$ cat src/rtl/inst_fetch.sv
// -----------------------------------------------------------------------------
// inst_fetch
//
// Instruction fetch stage for the single-cycle RISC-V core. Holds the program
// counter, issues word reads to instruction memory over a request/acknowledge
// handshake, presents each fetched instruction with its PC to the decoder and
// datapath, and computes the next PC from the redirects fed back by execute.
//
// Optional feature macro: INST_FETCH_MISALIGN_TRAP_EN
//   defined   : a next PC with bits [1:0] != 0 parks the FSM in S_TRAP with
//               misalign=1 until reset; pc holds the faulting target.
//   undefined : next PC bits [1:0] are forced to 2'b00; misalign is tied 0.
//
// Parameters:
//   RESET_PC     PC loaded on reset (word-aligned)
//   NOP_INST     value driven on inst whenever inst_valid is 0
//
// Ports:
//   clk            in   1   rising-edge clock
//   rst_n          in   1   asynchronous active-low reset
//   stall          in   1   downstream not ready; hold current instruction
//   jal            in   1   redirect to br_jal_target
//   jalr           in   1   redirect to jalr_target with bit 0 cleared
//   branch_taken   in   1   redirect to br_jal_target
//   br_jal_target  in  32   PC + immediate from execute
//   jalr_target    in  32   rs1 + immediate from execute
//   i_mem_req      out  1   read request to instruction memory
//   i_mem_addr     out 32   read address (always equals pc)
//   i_mem_rdata    in  32   read data, valid with i_mem_ack
//   i_mem_ack      in   1   read complete
//   inst           out 32   instruction to decoder (NOP_INST when not valid)
//   pc             out 32   PC of inst
//   inst_valid     out  1   inst/pc hold a fetched instruction
//   misalign       out  1   misaligned-target trap flag
// -----------------------------------------------------------------------------
module inst_fetch #(
    parameter logic [31:0] RESET_PC = 32'h0000_0000,
    parameter logic [31:0] NOP_INST = 32'h0000_0013
) (
    input  logic        clk,
    input  logic        rst_n,
    input  logic        stall,
    input  logic        jal,
    input  logic        jalr,
    input  logic        branch_taken,
    input  logic [31:0] br_jal_target,
    input  logic [31:0] jalr_target,
    output logic        i_mem_req,
    output logic [31:0] i_mem_addr,
    input  logic [31:0] i_mem_rdata,
    input  logic        i_mem_ack,
    output logic [31:0] inst,
    output logic [31:0] pc,
    output logic        inst_valid,
    output logic        misalign
);

    // Memory handshake: i_mem_req is held high with i_mem_addr stable for as
    // long as the FSM sits in S_REQ. A transfer completes on the clock edge
    // where i_mem_req and i_mem_ack are both 1; i_mem_rdata is captured on
    // that edge. i_mem_ack seen while i_mem_req is 0 is ignored. Downstream,
    // inst_valid acts as valid and !stall as ready: the instruction is
    // consumed on the edge where inst_valid=1 and stall=0.

    typedef enum logic [1:0] {
        S_IDLE  = 2'd0,
        S_REQ   = 2'd1,
        S_VALID = 2'd2,
        S_TRAP  = 2'd3
    } state_t;

    state_t      state, state_nxt;
    logic [31:0] pc_q;
    logic [31:0] inst_q;
    logic [31:0] target;
    logic [31:0] next_pc;
    logic        target_misaligned;

    // Redirect priority: jalr > jal > branch_taken > sequential.
    always_comb begin
        target = pc_q + 32'd4;
        if (jalr) begin
            target = {jalr_target[31:1], 1'b0};
        end else if (jal) begin
            target = br_jal_target;
        end else if (branch_taken) begin
            target = br_jal_target;
        end
    end

`ifdef INST_FETCH_MISALIGN_TRAP_EN
    assign next_pc           = target;
    assign target_misaligned = |target[1:0];
`else
    // Without the trap the low bits are simply dropped so fetch stays aligned.
    logic [1:0] unused_target_bits;
    assign unused_target_bits = target[1:0];
    assign next_pc            = {target[31:2], 2'b00};
    assign target_misaligned  = 1'b0;
`endif

    // ---------------- FSM: state register ----------------
    always_ff @(posedge clk or negedge rst_n) begin
        if (!rst_n) begin
            state <= S_IDLE;
        end else begin
            state <= state_nxt;
        end
    end

    // ---------------- FSM: next-state logic ----------------
    always_comb begin
        state_nxt = state;
        case (state)
            S_IDLE:  state_nxt = S_REQ;
            S_REQ:   if (i_mem_ack) state_nxt = S_VALID;
            S_VALID: begin
                if (!stall) begin
                    state_nxt = target_misaligned ? S_TRAP : S_REQ;
                end
            end
            S_TRAP:  state_nxt = S_TRAP;
            default: state_nxt = S_IDLE;
        endcase
    end

    // ---------------- FSM: outputs (decoded from registered state only) ----
    always_comb begin
        i_mem_req  = (state == S_REQ);
        inst_valid = (state == S_VALID);
`ifdef INST_FETCH_MISALIGN_TRAP_EN
        misalign   = (state == S_TRAP);
`else
        misalign   = 1'b0;
`endif
    end

    // ---------------- PC and instruction registers ----------------
    // pc advances only when the current instruction is consumed; on a trap it
    // takes the faulting target so software can inspect it.
    always_ff @(posedge clk or negedge rst_n) begin
        if (!rst_n) begin
            pc_q   <= RESET_PC;
            inst_q <= NOP_INST;
        end else begin
            if (state == S_VALID && !stall) begin
                pc_q <= next_pc;
            end
            if (state == S_REQ && i_mem_ack) begin
                inst_q <= i_mem_rdata;
            end
        end
    end

    assign pc         = pc_q;
    assign i_mem_addr = pc_q;
    // Decoder never sees stale data between fetches.
    assign inst       = inst_valid ? inst_q : NOP_INST;

endmodule
$ cat config.mk
export PLATFORM = sky130hd
export DESIGN_NAME = inst_fetch
export DESIGN_NICKNAME = d
export VERILOG_FILES = /design/src/rtl/inst_fetch.sv
export SDC_FILE = /design/constraint.sdc
export NUM_CORES = 1
export LEC_CHECK = 0
export ABC_AREA = 1
export CAP_MARGIN = 15
export CORE_MARGIN = 3
export CORE_UTILIZATION = 39
export CTS_BUF_LIST = sky130_fd_sc_hd__clkbuf_4 sky130_fd_sc_hd__clkbuf_8 sky130_fd_sc_hd__clkbuf_16
export CTS_CLUSTER_DIAMETER = 150
export CTS_CLUSTER_SIZE = 25
export DETAILED_ROUTE_END_ITERATION = 16
export GPL_ROUTABILITY_DRIVEN = 1
export PLACE_DENSITY = 0.79
export RECOVER_POWER = 25
export SETUP_SLACK_MARGIN = 0.1
export SLEW_MARGIN = 15
export SYNTH_ARGS = -nofsm -noshare
export SYNTH_HDL_FRONTEND = slang
export SYNTH_SLANG_ARGS = --single-unit
$ cat constraint.sdc
create_clock -name clk -period 1.47 [get_ports clk]
set_clock_uncertainty 0.15 [all_clocks]
set_input_delay 0.294 -clock clk [delete_from_list [all_inputs] [get_ports clk]]
set_output_delay 0.294 -clock clk [all_outputs]
set_load 0.02 [all_outputs]
==> flow_metrics.tcl, run 1 <==
set metrics [dict create \
    status "finished, violations left" \
    failed_checks "setup timing" \
    synth_top_family_by_area "simple AND/OR/NAND/NOR gates" \
    post_synth_design_cell_area_mm2 0.004493 \
    slew_viol_final 0 \
    synth_flop_cell "dfrtp_1" \
    drt-initial-drc-count 394 \
    end_kind "output pin" \
    asyncSetResetFlopFracSynth 1.000 \
    timing.critical_path.from "state[1]" \
    drive_gt1_frac 0.4303 \
    fin_total_pwr_mw 15.87 \
    fp-row-count 38 \
    syn_to_final_growth_pct 86.13 \
    power.density_cell_area_mw_per_mm2 1897 \
    cts_tree "yes" \
    maxSlewHeadroom 0.5821 \
    yosys.area_share.xor_xnor 0.005848 \
    grt_overflow 0 \
    post_synth_num_cell_types 34 \
    vdd_ir_drop_max_v 0.001065 \
    finalSetupViolations 101 \
    worst_hold_path_type "input pin to flip-flop" \
    gpl.final_weighted_congestion 0.8880 \
    grt_start_max_net_pins 65 \
    numPortBuffers 192 \
    start_util 0.4073 \
    routed-via-count 5409 \
    worst_slack_ns -0.3779 \
    drt-vias-per-instance 5.112 \
    unrepaired_setup_endpoints_after_global_routing "yes" \
    synth_sequential_area_ratio 0.3573 \
    detailedRoute.firstPassIterationCount 5 \
    io-pin-count 202 \
    chipHeight_um 113.3 \
    synth_top_area_cell "dfrtp_1" \
    finalNetCount 1017 \
    worstSetupStartpointType "flip-flop" \
    synth_cells 666 \
    fraction_of_the_cycle_the_final_worst_path_needs 1.257 \
    numClockSinks 64 \
    final_hold_fails 0 \
    die_x_um 113.3 \
    yosys-top-cells-area "dfrtp_1, nor2_1, nand2_1" \
    synth_seq_cells 64 \
    clkLatencyLatePin_ns 0.33 \
    cts-htree-levels 3 \
    worstSetupPathType "flip-flop to output pin" \
    clock-root-buffer "clkbuf_16" \
    synthesized_area_fraction_occupied_by_adder_cells 0.002785 \
    fin_area_mm2 0.008363 \
    worst-slew-pin-transition_ns 0.6269 \
    ys.warnings.count 0 \
    via_count_of_the_first_global_routing_pass 5145 \
    grt_antenna_before_repair 1 \
    layout.cells.most_common "nand2_1" \
    worstReg2RegStart "state[1]" \
    drc 0 \
    diodes 0 \
    post_dp_cell_area_mm2 0.007222 \
    path_clk_slew_ns 0.06 \
    die_area_mm2 0.01284 \
    detailed_place_hpwl_um 11450 \
    drv_cap 0 \
    max_freq_mhz 541.1 \
    worst_ep_arrival_time_ns 1.40 \
    critical_path.max_fanout 11 \
    synth_top_area_share 0.3397 \
    layout_common_cells "nand2_1, clkdlybuf4s50_1, buf_6, nor2_1, inv_1" \
    timing.critical_path.required_ns 1.03 \
    global_route_wire_length_before_repair_um 24900 \
    p_leak_nw 3.881 \
    synth-simple-area-share 0.3289 \
    drt-total-wl_um 17780 \
    routedWlPerCell_um 16.80 \
    drt.antenna.violating_nets 0 \
    number_of_flops_mapped_to_enable_cells_by_yosys 0 \
    fraction_of_the_mapped_netlist_area_in_compound_gates 0.1381 \
    avgSynthCellArea_um2 6.746 \
    ctsLongestPathBuffers 2 \
    cts_inserted_buffers 9 \
    grt_use_total 0.2392 \
    floorplan_core_area_mm2 0.01103 \
    fillers 745 \
    min_period_ns 1.848 \
    hold_path_origin "jalr" \
    synth_mux_area_frac 0.007519 \
]
critical path: stages (launching register included):
cell     delay (ns)
dfrtp_1        0.36
inv_2          0.05
nor2_4         0.15
inv_6          0.09
buf_4          0.18
nor2_4         0.08
buf_4          0.14
sequential cells by signal, indices dropped and copies added, names as in the netlist:
signal and count:
i_mem_addr 30, state 2, inst_q 32
logic make-up (layout without fill, tap and decap cells):
logic type	after synthesis	in the layout
and+or+nand+nor	335	337
DFF	64	64
buffers and inverters	144	390
muxes	3	3
adders and majority gates	1	1
xor gates and xnor gates	3	3
AOI/OAI and AO/OA	115	115
other	1	5
synth_stat cells (2+ instances only):
cell type  instances
dfrtp_1           61
buf_4             35
nor2_8             2
a21oi_2            2
o21ai_0           19
a21boi_1           4
mux2_2             3
nand2_4            4
dfstp_2            3
a21oi_1           69
nand2_2            8
o21ai_1           10
nand3_1           34
clkbuf_8           3
xor2_1             3
nor2_1           140
or2_2              3
buf_2              9
nor2_2            11
nor2_4             6
inv_2              3
clkinv_1           3
nand2_1          124
a22oi_1            7
inv_1             77
clkbuf_1          11
o211ai_1           2
buf_1              3
nand3_2            2
power breakdown:
group	internal (mW)	switching, mW
Clock	1.35	0.816
Combinational	4.77	5.34
Sequential	2.67	0.924
Total	8.79	7.08
stage by stage:
stage | util | setup WS (ns) | setup TNS [ns] | hold WS [ns] | cells
floorplan | - | -0.1497 | -4.342 | -0.1516 | 670
global placement | 0.6547 | -0.4198 | -25.81 | 0.1884 | 1015
detailed placement | 0.6547 | -0.4603 | -28.72 | 0.1850 | 1015
CTS | 0.6971 | -0.3520 | -20.01 | 0.3607 | 1042
global route | 0.7582 | -0.4431 | -29.64 | 0.4058 | 1058
finish | 0.7582 | -0.3779 | -23.09 | 0.3768 | 1058
layout make-up:
type | count | area [um^2] | area share
Inverter | 83 | 321.6 | 0.03845
Clock inverter | 5 | 57.56 | 0.006882
Clock buffer | 11 | 240.2 | 0.02873
Tap cell | 140 | 175.2 | 0.02095
Multi-Input combinational cell | 464 | 2927 | 0.3499
Sequential cell | 64 | 1635 | 0.1955
Timing Repair Buffer | 291 | 3007 | 0.3595
metal layers:
metal / GRT usage / up-vias / part of all wire
met4: 0.09054 / 2 / 0.026
met1: 0.3018 / 2574 / 0.39
met3: 0.03583 / 32 / 0.068
met5: 0 / - / 0.00073
met2: 0.4131 / 264 / 0.51
li1: - / 2537 / -
worst paths after layout:
kind	endpoint	slack, ns	depth (start not counted)
max	inst[23]	-0.38	6
min	i_mem_addr[3]	0.38	4
max reg2reg	i_mem_addr[22]	-0.34	10
min reg2reg	inst_q[16]	0.40	2
max in group asynchronous	i_mem_addr[10]	0.22	3
min in group asynchronous	inst_q[10]	0.47	3
what timing repair did:
| item | in CTS | in global routing |
|---|---|---|
| hold buffers | 1 | 0 |
| pin swaps | 1 | 5 |
| gates resized for setup | 547 | 136 |
| setup endpoints to repair | 156 | 154 |
| setup buffers | 10 | 9 |
| cloned | 0 | 8 |
| hold endpoints to repair | 61 | 0 |
No activity file was read; power rests on OpenSTA's default activity.
==> run 2, diff against run 1 <==
--- a/config.mk
+++ b/config.mk
@@ -7,6 +7,7 @@
 export LEC_CHECK = 0
 export ABC_AREA = 1
 export CAP_MARGIN = 15
+export CORE_ASPECT_RATIO = 1.1
 export CORE_MARGIN = 3
 export CORE_UTILIZATION = 39
 export CTS_BUF_LIST = sky130_fd_sc_hd__clkbuf_4 sky130_fd_sc_hd__clkbuf_8 sky130_fd_sc_hd__clkbuf_16
@@ -16,7 +17,8 @@
 export GPL_ROUTABILITY_DRIVEN = 1
 export PLACE_DENSITY = 0.79
 export RECOVER_POWER = 25
-export SETUP_SLACK_MARGIN = 0.1
+export SETUP_SLACK_MARGIN = 0.3
+export SKIP_CTS_REPAIR_TIMING = 1
 export SLEW_MARGIN = 15
 export SYNTH_ARGS = -nofsm -noshare
 export SYNTH_HDL_FRONTEND = slang
==> flow_metrics.tcl, run 2 (synthesis gave the netlist of run 1 again) <==
set metrics [dict create \
    drv_cap 0 \
    worst_hold_path_cells 4 \
    min_period_ns 1.891 \
    holdWs_ns 0.3457 \
    worstSetupPathType "flip-flop to flip-flop" \
    grt_start_max_net_pins 65 \
    drt-vias-per-instance 5.059 \
    dominant_delay_contributor_by_cell_family_on_the_critical_path "buffers and inverters" \
    failed_checks "setup timing" \
    drt-total-wl_um 16940 \
    cts_inserted_buffers 9 \
    grt_antenna_before_repair 0 \
    timing.critical_path.from "state[0]" \
    io-pin-count 202 \
    critical_path.max_fanout 25 \
    grt_use_total 0.2335 \
    start_util 0.4044 \
    cts_tree "yes" \
    critical_path.slowest_cell "dfrtp_1" \
    numPortBuffers 192 \
    floorplan_core_area_mm2 0.01111 \
    worstPathCellList "nor2_4 -> inv_6 -> buf_6 -> buf_4 -> nor2_8 -> buf_8 -> inv_16 -> nor2_1 -> nand2_1 -> o21ai_1" \
    unrepaired_setup_endpoints_after_global_routing "yes" \
    power.density_cell_area_mw_per_mm2 1937 \
    path_clk_slew_ns 0.06 \
    syn_to_final_growth_pct 78.53 \
    drc 0 \
    drt-initial-drc-count 391 \
    die_area_mm2 0.01285 \
    reg2reg_to "i_mem_addr[14]" \
    cp.buffers_inverters 5 \
    chipHeight_um 118.6 \
    detailedRoute.firstPassIterationCount 5 \
    max_freq_mhz 528.8 \
    fin_area_mm2 0.008021 \
    detailed_place_hpwl_um 11290 \
    worst_hold_path_type "input pin to flip-flop" \
    finalSetupViolations 100 \
    timing.critical_path.required_ns 1.57 \
    slew_viol_final 0 \
    power.net_switching_mw 6.832 \
    finalNetCount 1022 \
    fp-row-count 40 \
    netSwitchingFraction 0.4396 \
    grt_overflow 0 \
    status "finished, violations left" \
    worstSetupStartpointType "flip-flop" \
    final_cell_count_no_fill 1070 \
    worst_slack_ns -0.4210 \
    cts-htree-levels 3 \
    ff2ff_path_depth 10 \
    gpl.final_weighted_congestion 0.9111 \
    worst_ep_arrival_time_ns 1.99 \
    registers.top_by_ff_count "inst_q" \
    drive_gt1_frac 0.4085 \
    largest_register_ff_count 32 \
    power.internal_mw 8.709 \
    post_dp_cell_area_mm2 0.007206 \
    routedWlPerCell_um 15.83 \
    vdd_ir_drop_max_v 0.001242 \
    layout_common_cells "nand2_1, buf_4, nor2_1, clkdlybuf4s50_1, inv_1" \
    worst-r2r-setup-slack_ns -0.42 \
    die_x_um 108.3 \
    worst-slew-pin-transition_ns 0.6156 \
    clock-root-buffer "clkbuf_16" \
    end_kind "flip-flop" \
    diodes 0 \
    worstReg2RegStart "state[0]" \
    post-place-cells 1022 \
    p_leak_nw 3.837 \
    sequentialPowerShare 0.226 \
    power_frac_comb 0.623 \
    setup.worst_path.end "i_mem_addr[14]" \
    timing.critical_path.slowest_cell_delay_ns 0.42 \
    clkLatencyLatePin_ns 0.33 \
    drt.antenna.violating_nets 0 \
    numClockSinks 64 \
    fraction_of_the_cycle_the_final_worst_path_needs 1.286 \
    crit_cells 10 \
    layout.cells.most_common "nand2_1" \
    maxSlewHeadroom 0.5896 \
    ctsLongestPathBuffers 2 \
    routed-via-count 5413 \
    global_route_wire_length_before_repair_um 24160 \
    clk_pwr_share 0.151 \
    via_count_of_the_first_global_routing_pass 5194 \
    final_hold_fails 0 \
]
## run 2: metrics by stage
step / total power, mW / setup slack [ns] / util / TNS, ns
floorplan: 8.601 / -0.1497 / - / -4.209
global placement: 11.81 / -0.4384 / 0.6485 / -29.95
detailed placement: 12.04 / -0.5295 / 0.6485 / -33.64
CTS: 14.46 / -0.8790 / 0.6778 / -66.66
global route: 16.40 / -0.4806 / 0.7220 / -34.28
finish: 15.54 / -0.4210 / 0.7220 / -28.52
## run 2: final cells by class
type                            instances  area [um^2]
Fill cell                             815         3089
Sequential cell                        64         1639
Clock buffer                           10        232.7
Multi-Input combinational cell        463         2679
Inverter                               83        342.8
Timing Repair inverter                  2        31.28
Tap cell                              147        183.9
Timing Repair Buffer                  295         2820
Clock inverter                          6        92.59
## run 2: worst register-to-register path, delay by kind of cell, from the launching register on
kind | cells | cell delay [ns]
buffers and inverters | 5 | 0.61
AND/OR/NAND/NOR | 4 | 0.54
flip-flops | 1 | 0.42
AO/OA/AOI/OAI | 1 | 0.08
## run 2: power by group through the flow
stage	Clock [mW]	Combinational [mW]	Sequential, mW
after global placement	0	8.39	3.42
after detailed placement	0	8.58	3.46
final	2.34	9.69	3.51
after global routing	2.46	10.3	3.61
after floorplan	0	4.83	3.77
after CTS	2.37	8.65	3.44
## run 2: metal layers
| layer | track usage | wire length, um |
|---|---|---|
| met1 | 0.2748 | 6299 |
| met2 | 0.4125 | 8739 |
| met3 | 0.04588 | 1382 |
| met4 | 0.09077 | 518 |
| met5 | 0 | 0 |
## run 2: worst min-delay path by stage
stage,to,startpoint
after detailed placement,inst_q[24],rst_n
final,i_mem_addr[7],jalr
after global routing,i_mem_addr[7],jalr
after CTS,inst_q[24],rst_n
after floorplan,i_mem_addr[10],rst_n
after global placement,inst_q[21],rst_n
